**config.mk**
```make
export PLATFORM = sky130hd
export DESIGN_NAME = pcs_tx_sched_flat
export DESIGN_NICKNAME = d
export VERILOG_FILES = /design/src/rtl/pcs_pkg.sv /design/src/rtl/pcs_tx_sched_if.sv /design/src/rtl/pcs_tx_blk_mux.sv /design/src/rtl/pcs_tx_sched.sv /design/src/flat_wrapper.sv
export SDC_FILE = /design/constraint.sdc
export NUM_CORES = 1
export LEC_CHECK = 0
export ABC_AREA = 1
export CORE_MARGIN = 2
export CORE_UTILIZATION = 43
export DETAILED_ROUTE_END_ITERATION = 10
export PLACE_DENSITY = 0.78
export SYNTH_ARGS = -nofsm -noshare
export SYNTH_HDL_FRONTEND = slang
export SYNTH_HIERARCHICAL = 1
export SYNTH_SLANG_ARGS = --single-unit
```
**constraint.sdc**
```tcl
create_clock -name clk -period 2.2 [get_ports clk]
set_input_delay 0.55 -clock clk [delete_from_list [all_inputs] [get_ports clk]]
set_output_delay 0.55 -clock clk [all_outputs]
set_load 0.1 [all_outputs]
```
**src/rtl/pcs_pkg.sv**
```systemverilog
// Shared PCS TX definitions: 66b block-type codes, control characters, scheduler types.
// Latency: n/a (types and constants only).
// Backpressure: n/a.
package pcs_pkg;

    // 66b block-type field values (sync header 10)
    localparam logic [7:0] BLOCK_TYPE_CTRL  = 8'h1E;
    localparam logic [7:0] BLOCK_TYPE_START = 8'h78;
    localparam logic [7:0] BLOCK_TYPE_TERM0 = 8'h87;
    localparam logic [7:0] BLOCK_TYPE_TERM1 = 8'h99;
    localparam logic [7:0] BLOCK_TYPE_TERM2 = 8'hAA;
    localparam logic [7:0] BLOCK_TYPE_TERM3 = 8'hB4;
    localparam logic [7:0] BLOCK_TYPE_TERM4 = 8'hCC;
    localparam logic [7:0] BLOCK_TYPE_TERM5 = 8'hD2;
    localparam logic [7:0] BLOCK_TYPE_TERM6 = 8'hE1;
    localparam logic [7:0] BLOCK_TYPE_TERM7 = 8'hFF;

    localparam logic [6:0] CTRL_IDLE = 7'h00;
    localparam logic [6:0] CTRL_ERR  = 7'h1E;

    // D1..D7 of a start block, D7 being the SFD
    localparam logic [55:0] PREAMBLE_SFD = 56'hD5555555555555;

    // Each state names the block produced on the next downstream-ready cycle
    typedef enum logic [1:0] {
        IDLE,
        DATA,
        TERM0
    } pcs_tx_state_e;

    typedef enum logic [2:0] {
        BLK_IDLE,
        BLK_START,
        BLK_DATA,
        BLK_TERM,
        BLK_ERR
    } pcs_blk_kind_e;

    // Encoder control fields for one block
    typedef struct packed {
        logic        ctrl_v;
        logic        idle_v;
        logic [1:0]  start_v;
        logic        term_v;
        logic        err_v;
        logic [63:0] data;
        logic [7:0]  keep;
    } pcs_enc_blk_t;

    localparam pcs_enc_blk_t ENC_IDLE_BLK = {1'b1, 1'b1, 2'b00, 1'b0, 1'b0, 64'h0, 8'h00};

    // True for a legal partial last beat: 1..7 bytes, contiguous from byte 0
    function automatic logic keep_is_partial(input logic [7:0] keep);
        return keep inside {8'h01, 8'h03, 8'h07, 8'h0F, 8'h1F, 8'h3F, 8'h7F};
    endfunction

endpackage

```
**src/rtl/pcs_tx_sched_if.sv**
```systemverilog
// MAC-side frame stream into the TX scheduler.
// Latency: n/a (wires only).
// Backpressure: beat transfers when s_valid_i & s_ready_o.
interface pcs_tx_sched_if #(
    parameter int DATA_W = 64
);
    logic                  s_valid_i;
    logic                  s_ready_o;
    logic [DATA_W-1:0]     s_data_i;
    logic [DATA_W/8-1:0]   s_keep_i;
    logic                  s_last_i;

    // MAC side drives beats
    modport master (
        output s_valid_i, s_data_i, s_keep_i, s_last_i,
        input  s_ready_o
    );

    // Scheduler side accepts beats
    modport slave (
        input  s_valid_i, s_data_i, s_keep_i, s_last_i,
        output s_ready_o
    );
endinterface

```
**src/rtl/pcs_tx_blk_mux.sv**
```systemverilog
// Maps a block kind plus the current beat onto pcs_enc_lite control/data fields.
// Latency: combinational.
// Backpressure: none; the caller decides when the result is registered.
module pcs_tx_blk_mux
    import pcs_pkg::*;
#(
    parameter logic [55:0] PREAMBLE = PREAMBLE_SFD
) (
    input  pcs_blk_kind_e kind,
    input  logic [63:0]   beat_data,
    input  logic [7:0]    beat_keep,
    output pcs_enc_blk_t  blk
);

    // Idle block is the default; each kind overrides only its own fields
    always_comb begin
        blk        = '0;
        blk.ctrl_v = 1'b1;
        blk.idle_v = 1'b1;
        blk.data   = {8{1'b0, CTRL_IDLE}};
        case (kind)
            BLK_START: begin
                blk.idle_v  = 1'b0;
                blk.start_v = 2'b01;
                blk.data    = {PREAMBLE, 8'h00};
            end
            BLK_DATA: begin
                blk.ctrl_v = 1'b0;
                blk.idle_v = 1'b0;
                blk.data   = beat_data;
                blk.keep   = 8'hFF;
            end
            BLK_TERM: begin
                blk.idle_v = 1'b0;
                blk.term_v = 1'b1;
                blk.data   = {beat_data[55:0], 8'h00};
                blk.keep   = beat_keep;
            end
            BLK_ERR: begin
                blk.idle_v = 1'b0;
                blk.err_v  = 1'b1;
                blk.data   = {8{1'b0, CTRL_ERR}};
            end
            default: ;
        endcase
    end

endmodule

```
**src/rtl/pcs_tx_sched.sv**
```systemverilog
// TX frame scheduler: MAC beats -> one idle/start/data/term/err block per ready cycle. Optional stats: PCS_TX_SCHED_STATS_EN.
// Latency: accepted beat reaches the encoder inputs 1 cycle later; start and TERM_0 each add one block.
// Backpressure: pcs_ready_i=0 freezes state and outputs; s_ready_o is high only in DATA with pcs_ready_i.
module pcs_tx_sched
    import pcs_pkg::*;
#(
    parameter int          DATA_W     = 64,
    parameter int          KEEP_W     = DATA_W / 8,
    parameter int          IPG_BLOCKS = 1,
    parameter logic [55:0] PREAMBLE   = PREAMBLE_SFD
`ifdef PCS_TX_SCHED_STATS_EN
    ,
    parameter int          STATS_W    = 32
`endif
) (
    input  logic              clk,
    input  logic              reset,
    pcs_tx_sched_if.slave     s,
    input  logic              pcs_ready_i,
    output logic              ctrl_v_o,
    output logic              idle_v_o,
    output logic [1:0]        start_v_o,
    output logic              term_v_o,
    output logic              err_v_o,
    output logic [DATA_W-1:0] data_o,
    output logic [KEEP_W-1:0] keep_o,
    output logic              part_o,
    output logic              underrun_o
`ifdef PCS_TX_SCHED_STATS_EN
    ,
    output logic [STATS_W-1:0] frame_cnt_o,
    output logic [STATS_W-1:0] underrun_cnt_o
`endif
);

    // ipg_cnt holds the idle blocks still owed before a start may go out;
    // loading the full gap after term/err yields exactly IPG_BLOCKS idles.
    localparam logic [3:0] IPG_INIT = 4'(IPG_BLOCKS);

    pcs_tx_state_e state_q, state_d;
    logic [3:0]    ipg_q, ipg_d;
    pcs_blk_kind_e kind;
    logic [63:0]   beat_data;
    logic [7:0]    beat_keep;
    pcs_enc_blk_t  blk_d, blk_q;
    logic          underrun_q;

    assign s.s_ready_o = pcs_ready_i & (state_q == DATA);

    // Next state, gap counter and kind of the block to emit next
    always_comb begin
        state_d   = state_q;
        ipg_d     = ipg_q;
        kind      = BLK_IDLE;
        beat_data = s.s_data_i;
        beat_keep = s.s_keep_i;
        case (state_q)
            IDLE: begin
                if (s.s_valid_i && (ipg_q == 4'd0)) begin
                    kind    = BLK_START;
                    state_d = DATA;
                end else if (ipg_q != 4'd0) begin
                    ipg_d = ipg_q - 4'd1;
                end
            end
            DATA: begin
                if (!s.s_valid_i) begin
                    // Underrun: abort the frame; the rest restarts as a new frame
                    kind    = BLK_ERR;
                    ipg_d   = IPG_INIT;
                    state_d = IDLE;
                end else if (!s.s_last_i) begin
                    kind = BLK_DATA;
                end else if (keep_is_partial(s.s_keep_i)) begin
                    kind    = BLK_TERM;
                    ipg_d   = IPG_INIT;
                    state_d = IDLE;
                end else begin
                    // Full last beat (illegal keep included) needs a separate TERM_0
                    kind    = BLK_DATA;
                    state_d = TERM0;
                end
            end
            TERM0: begin
                kind      = BLK_TERM;
                beat_data = '0;
                beat_keep = '0;
                ipg_d     = IPG_INIT;
                state_d   = IDLE;
            end
            default: state_d = IDLE;
        endcase
    end

    pcs_tx_blk_mux #(
        .PREAMBLE (PREAMBLE)
    ) u_blk_mux (
        .kind      (kind),
        .beat_data (beat_data),
        .beat_keep (beat_keep),
        .blk       (blk_d)
    );

    // State and output block advance only when the gearbox takes a block
    always_ff @(posedge clk) begin
        if (reset) begin
            state_q    <= IDLE;
            ipg_q      <= IPG_INIT;
            blk_q      <= ENC_IDLE_BLK;
            underrun_q <= 1'b0;
        end else begin
            underrun_q <= pcs_ready_i && (kind == BLK_ERR);
            if (pcs_ready_i) begin
                state_q <= state_d;
                ipg_q   <= ipg_d;
                blk_q   <= blk_d;
            end
        end
    end

    assign ctrl_v_o   = blk_q.ctrl_v;
    assign idle_v_o   = blk_q.idle_v;
    assign start_v_o  = blk_q.start_v;
    assign term_v_o   = blk_q.term_v;
    assign err_v_o    = blk_q.err_v;
    assign data_o     = blk_q.data;
    assign keep_o     = blk_q.keep;
    assign part_o     = 1'b0;
    assign underrun_o = underrun_q;

`ifdef PCS_TX_SCHED_STATS_EN
    logic [STATS_W-1:0] frame_cnt_q, underrun_cnt_q;

    // Free-running wrap-around counters of emitted term and err blocks
    always_ff @(posedge clk) begin
        if (reset) begin
            frame_cnt_q    <= '0;
            underrun_cnt_q <= '0;
        end else if (pcs_ready_i) begin
            if (kind == BLK_TERM) frame_cnt_q    <= frame_cnt_q + 1'b1;
            if (kind == BLK_ERR)  underrun_cnt_q <= underrun_cnt_q + 1'b1;
        end
    end

    assign frame_cnt_o    = frame_cnt_q;
    assign underrun_cnt_o = underrun_cnt_q;
`endif

`ifdef FORMAL
    // A last beat should carry keep FF or a contiguous partial mask
    always_ff @(posedge clk) begin
        if (!reset && s.s_valid_i && s.s_ready_o && s.s_last_i)
            assert (keep_is_partial(s.s_keep_i) || (s.s_keep_i == 8'hFF));
    end
`endif

endmodule
```
**src/flat_wrapper.sv**
```systemverilog
// flat-port wrapper written by rule: the top's interface ports become plain ports
module pcs_tx_sched_flat import pcs_pkg::*;
#(
    parameter int          DATA_W     = 64,
    parameter int          KEEP_W     = DATA_W / 8,
    parameter int          IPG_BLOCKS = 1,
    parameter logic [55:0] PREAMBLE   = PREAMBLE_SFD

)
  (clk, reset, pcs_ready_i, ctrl_v_o, idle_v_o, start_v_o, term_v_o, err_v_o, data_o, keep_o, part_o, underrun_o, s_s_valid_i, s_s_data_i, s_s_keep_i, s_s_last_i, s_s_ready_o);
  pcs_tx_sched_if #(.DATA_W(DATA_W)) s_i ();
  input  logic clk;
  input  logic reset;
  input  logic pcs_ready_i;
  output logic ctrl_v_o;
  output logic idle_v_o;
  output logic [1:0] start_v_o;
  output logic term_v_o;
  output logic err_v_o;
  output logic [DATA_W-1:0] data_o;
  output logic [KEEP_W-1:0] keep_o;
  output logic part_o;
  output logic underrun_o;
  input wire logic [$bits(s_i.s_valid_i)-1:0] s_s_valid_i;
  input wire logic [$bits(s_i.s_data_i)-1:0] s_s_data_i;
  input wire logic [$bits(s_i.s_keep_i)-1:0] s_s_keep_i;
  input wire logic [$bits(s_i.s_last_i)-1:0] s_s_last_i;
  output wire logic [$bits(s_i.s_ready_o)-1:0] s_s_ready_o;
  assign s_i.s_valid_i = s_s_valid_i;
  assign s_i.s_data_i = s_s_data_i;
  assign s_i.s_keep_i = s_s_keep_i;
  assign s_i.s_last_i = s_s_last_i;
  assign s_s_ready_o = s_i.s_ready_o;
  pcs_tx_sched #(.DATA_W(DATA_W), .KEEP_W(KEEP_W), .IPG_BLOCKS(IPG_BLOCKS), .PREAMBLE(PREAMBLE)) u_core (.clk(clk), .reset(reset), .s(s_i), .pcs_ready_i(pcs_ready_i), .ctrl_v_o(ctrl_v_o), .idle_v_o(idle_v_o), .start_v_o(start_v_o), .term_v_o(term_v_o), .err_v_o(err_v_o), .data_o(data_o), .keep_o(keep_o), .part_o(part_o), .underrun_o(underrun_o));
endmodule
```
## Word level (Yosys, flattened, before mapping)

Index checks and enable logic that the tools add are counted.

- Bits in registers: 85
- Latch bits: 0
- Memory bits (writable): 0
- Bits in read-only memories: 0
- Output and inout bits: 81
- Word-level logic and storage cells: 65
- Memories kept: 0

- $add $sub $neg: 1
- $mul: 0
- Div/mod/pow operators: 0
- Magnitude comparators: 0
- Equal/unequal tests: 18
- Shifts and indexed selects: 0
- Muxes and demuxes: 25
- Bitwise logic cells: 1
- Reductions and logical operators: 10

Operators by type and width:

| kind | number |
|---|---|
| one-hot mux 64 bit (4 select lines) | 1 |
| two-way mux 64 bit | 1 |
| two-way mux 4 bit | 5 |
| one-hot mux 8 bit (2 select lines) | 1 |
| one-hot mux 4 bit (3 select lines) | 1 |
| one-hot mux 3 bit (3 select lines) | 1 |
| == test 8 x 1 -> 1 bit (second input constant) | 1 |
| == test 8 x 2 -> 1 bit (second input constant) | 1 |
| == test 8 x 3 -> 1 bit (second input constant) | 1 |
| == test 8 x 4 -> 1 bit (second input constant) | 1 |
| == test 8 x 5 -> 1 bit (second input constant) | 1 |
| == test 8 x 6 -> 1 bit (second input constant) | 1 |
| == test 8 x 7 -> 1 bit (second input constant) | 1 |
| two-way mux 2 bit | 4 |
| two-way mux 8 bit | 1 |
| two-way mux 1 bit | 7 |
| nonzero test 7 bit | 1 |
| == test 3 x 2 -> 1 bit (second input constant) | 2 |
| two-way mux 3 bit | 2 |
| != test 3 bit (second input constant) | 2 |
| AND reduction 6 bit | 1 |
| zero test 4 bit | 1 |
| != test 2 x 1 -> 1 bit (second input constant) | 2 |
| one-hot mux 2 bit (2 select lines) | 1 |
| 13 further kinds | 14 |

## Logic depth before layout (Yosys ltp)

- Word-level depth: 9
- Depth in mapped cells: 17
- Depth with buffers taken out: 15

## Cells and area by module

The synthesis kept the hierarchy.

By module, submodules not included:

| module | instances | cells each | area an instance (um2) |
|---|---|---|---|
| pcs_tx_sched | 1 | 582 | 3876.2 |
| pcs_tx_blk_mux | 1 | 231 | 1166.1 |

## Worst setup path before layout

No wires, ideal clock.

- Path kind: input to register
- From: input port s_s_keep_i[4]
- To: register u_core.blk_q (netlist bit u_core/data_o[43])
- Arrival time: 2.084 ns
- Data required time: 2.083 ns
- Path slack: -0.002 ns
- Stages on the path: 14
- Cells stage by stage: inv_1 -> nand2_1 -> a21oi_1 -> nand2_1 -> o21ai_1 -> inv_1 -> nor2_1 -> nor2_1 -> nand2_1 -> buf_4 -> buf_4 -> nand3_1 -> nor2_1 -> nor2_1

RTL lines:

| item | line | text |
|---|---|---|
| start: declaration | flat_wrapper.sv:26 | `input wire logic [$bits(s_i.s_keep_i)-1:0] s_s_keep_i;` |
| end signal: assignment | pcs_tx_sched.sv:116 | `blk_q <= blk_d;` |
| end: declaration | pcs_tx_sched.sv:45 | `pcs_enc_blk_t blk_d, blk_q;` |

==> metrics.yaml <==
clock_network:
  worst_setup_hold_path_clk_slew_ns: 0.06
  cts_sinks: 85
  htree_num_levels: 3
  cts_tree: "done"
  cts_made_buffers: 9
  clock-root-buffer: "clkbuf_16"
  ctsHoldBuffers: 0
  clock_path_buffers: 2
  worst_skew_pair_latency_ns: 0.35
hold_path:
  hold-path-cell-count: 2
  holdCritStartpoint: "u_core/ipg_q[0]"
  min_path_type: "reg -> reg"
  whs_endpoint: "u_core/ipg_q[0]"
route:
  totalWireLength_um: 16400
  dr.pass1.iters: 7
  post_drt_via_cell_ratio: 4.908
  postRouteAntennaNets: 0
  initialDrtViolationCount: 543
  post-route-drc-count: 0
  route.detailed.wl_per_inst_um: 14.39
  detailroute.via_count: 5590
yosys:
  post_synthesis_instance_area_um2: 5042
  synth_edf_count: 0
  post_synth_inst_count: 813
  async_reset_ff_share_pct: 0
  post_synth.cell_area_avg_um2: 6.202
  synth-main-ff-cell: "dfxtp_1"
  synth-warning-count: 6
  synth_seq_cells: 85
  synth-seq-area-share_pct: 33.75
  ys_types: 31
  postSynthNetCount: 895
timing:
  final.setup.worst_slack_ns: 0.05649
  setup-violations-final: 0
  grt_setup_unrepaired: "yes"
  max_slew_violation_total_from_the_final_report: 0
  final.hold.worst_slack_ns: 0.4625
  tightest_slew_ns: 0.7706
  timing.slew.headroom_pct: 48.62
  post-route-min-period_ns: 2.144
  timing_hold_violations_final: 0
  finalCritPeriodShare_pct: 97.43
  maxClockFrequency_ghz: 0.4665
  clock-skew-final_ns: 0.005925
critical_path:
  start_kind: "flop"
  cp_data_arrival_time_ns: 2.39
  reg2reg_setup_slack_ns: 0.06
  worst-path-max-fanout: 8
  worstReg2RegStart: "u_core/ipg_q[0]"
  timing_worst_setup_path_type: "reg -> reg"
  r2r_cells: 16
  critical_path.reg2reg.endpoint: "u_core/data_o[43]"
  worst_setup_path_end_kind: "flop"
  worst_ep_required_time_ns: 2.44
grt:
  grt_usage_pct: 25.06
  grt_start_max_net_pins: 73
  first_pass_grt_wire_length_um: 25420
  vias_in_the_first_global_route: 5189
  antenna_found_initial: 0
  overflow: 0
final_layout:
  areaGrowthSynthToFinish_pct: 45.81
  final_layout_size_suffix_gt1_share_pct: 25.50
  fillerInstances: 1036
  multi_input_gate_area_um2: 2761
  most_common_cell_after_layout_fill_and_taps_aside: "nor2_1"
  diodes: 0
  layout_common_cells: "242 x nor2_1, 124 x nand2_1, 122 x buf_4"
  finalNetCount: 1073
  sequential_cell_area_um2: 1709
power:
  static-leakage-power_nw: 3.865
  vdd_drop_max_v: 0.0008425
  power-per-cell-area_nw_per_um2: 1257
  totalPowerFinal_mw: 9.241
place:
  placement.setup.worst_slack_ns: -0.5456
  place_hpwl_um: 10920
  port_buffer_count: 156
  place_congestion: 0.9076
run:
  max-cap-violations: 0
die:
  top_level_ports: 158
  effective_utilization_at_floorplan_pct: 44.16
  die_area_um2: 12610
  rows: 39
  die_height_um: 112.3
  die_w_um: 112.3
  placeable_core_region_um2: 11420
run_status:
  status: "completed"
flip-flops by register name, indices dropped and copies added (netlist names):
name	flops
u_core/ctrl_v_o	1
u_core/term_v_o	1
u_core/err_v_o	1
u_core/underrun_o	1
u_core/idle_v_o	1
u_core/keep_o	8
u_core/start_v_o	2
u_core/ipg_q	4
u_core/state_q	2
u_core/data_o	64
cell usage after synthesis (2+ instances only):
library cell	instances	area (µm²)
nand2_1	132	495.5
o21ai_0	85	425.4
nor2_4	2	22.52
nand3_2	21	210.2
buf_4	9	67.56
inv_2	6	22.52
buf_6	4	45.04
clkbuf_2	2	10.01
or2_2	2	12.51
nand4_1	2	12.51
o21ai_1	16	80.08
nand2_4	3	33.78
nor2_1	250	938.4
ha_1	5	62.56
buf_2	22	110.1
a21oi_1	6	30.03
clkbuf_1	11	41.29
buf_12	2	40.04
nor2_2	2	12.51
inv_1	96	360.4
nand3_1	19	95.09
dfxtp_1	85	1702
conb_1	2	7.510
nand2_2	22	137.6
critical path, stage by stage (launching register included):
cell and delay, ns:
dfxtp_2 0.32, inv_2 0.08, ha_4 0.14, nand4_1 0.13, o21ai_2 0.18, inv_2 0.07
o21ai_4 0.06, inv_2 0.06, nor2_4 0.13, buf_4 0.13, nor2_1 0.03, nand2_1 0.12
buf_4 0.14, buf_4 0.19, nand3_1 0.09, nor2_1 0.11, nor2_1 0.05
worst max path at each step:
stage                        end  slack [ns]       startpoint
2_1_floorplan  u_core/data_o[43]        0.09    s_s_keep_i[4]
6_report       u_core/data_o[43]        0.06  u_core/ipg_q[0]
3_5_place_dp   u_core/data_o[44]       -0.55    s_s_keep_i[5]
5_1_grt        u_core/data_o[52]       -0.06  u_core/ipg_q[1]
3_3_place_gp   u_core/data_o[58]       -0.48    s_s_keep_i[5]
4_1_cts        u_core/data_o[44]       -0.02  u_core/ipg_q[0]
final cells by class:
| cell class | count | area share (%) |
|---|---|---|
| well taps | 143 | 2.434 |
| repair inverters | 1 | 0.1021 |
| multi-input cells | 573 | 37.56 |
| clock buffers | 12 | 3.353 |
| inverters | 104 | 5.480 |
| clock inverters | 4 | 0.6467 |
| repair buffers | 217 | 27.18 |
| flip-flops and latches | 85 | 23.25 |
cell families (layout without fill, tap and decap cells):
| kind of cell | count (synthesis) | in the layout | synth area share, % |
|---|---|---|---|
| buffers and inverters | 155 | 338 | 14.09 |
| AO/OA/AOI/OAI | 107 | 107 | 10.62 |
| AND/OR/NAND/NOR | 458 | 458 | 39.98 |
| adder cells (fa/ha/maj) | 5 | 5 | 1.241 |
| XOR/XNOR | 1 | 1 | 0.1737 |
| other | 2 | 2 | 0.1489 |
| flip-flops | 85 | 85 | 33.75 |
report_power, final:
part | internal [mW] | switching, mW
logic | 1.91 | 3.84
clock network | 0.907 | 0.618
registers | 1.80 | 0.166
repair_timing:
action / CTS / global route
setup buffers: 12 / 9
setup endpoints to repair: 71 / 77
gates cloned: 3 / 2
resized for setup: 23 / 53
pin swaps: 17 / 38
hold endpoints to repair: 0 / 0
layer usage:
metal	share of wire, %	track usage [%]	wire [µm]	vias up
li1	-	-	-	2813
met1	43	32.57	7053	2511
met2	47	40.76	7694	250
met3	9.0	7.883	1479	16
met4	1.0	6.179	167	0
met5	0	0	0	-
through the flow:
stage / setup TNS (ns) / util (%) / cells / cell area (µm²)
finish: 0 / 64.39 / 1139 / 7352
global route: -1.963 / 64.39 / 1139 / 7352
CTS: -0.1023 / 62.29 / 1128 / 7113
detailed placement: -32.08 / 58.22 / 1098 / 6648
global placement: -29.66 / 58.22 / 1098 / 6648
floorplan: 0 / - / 813 / 5045
Power figures use the tool's default switching activity.
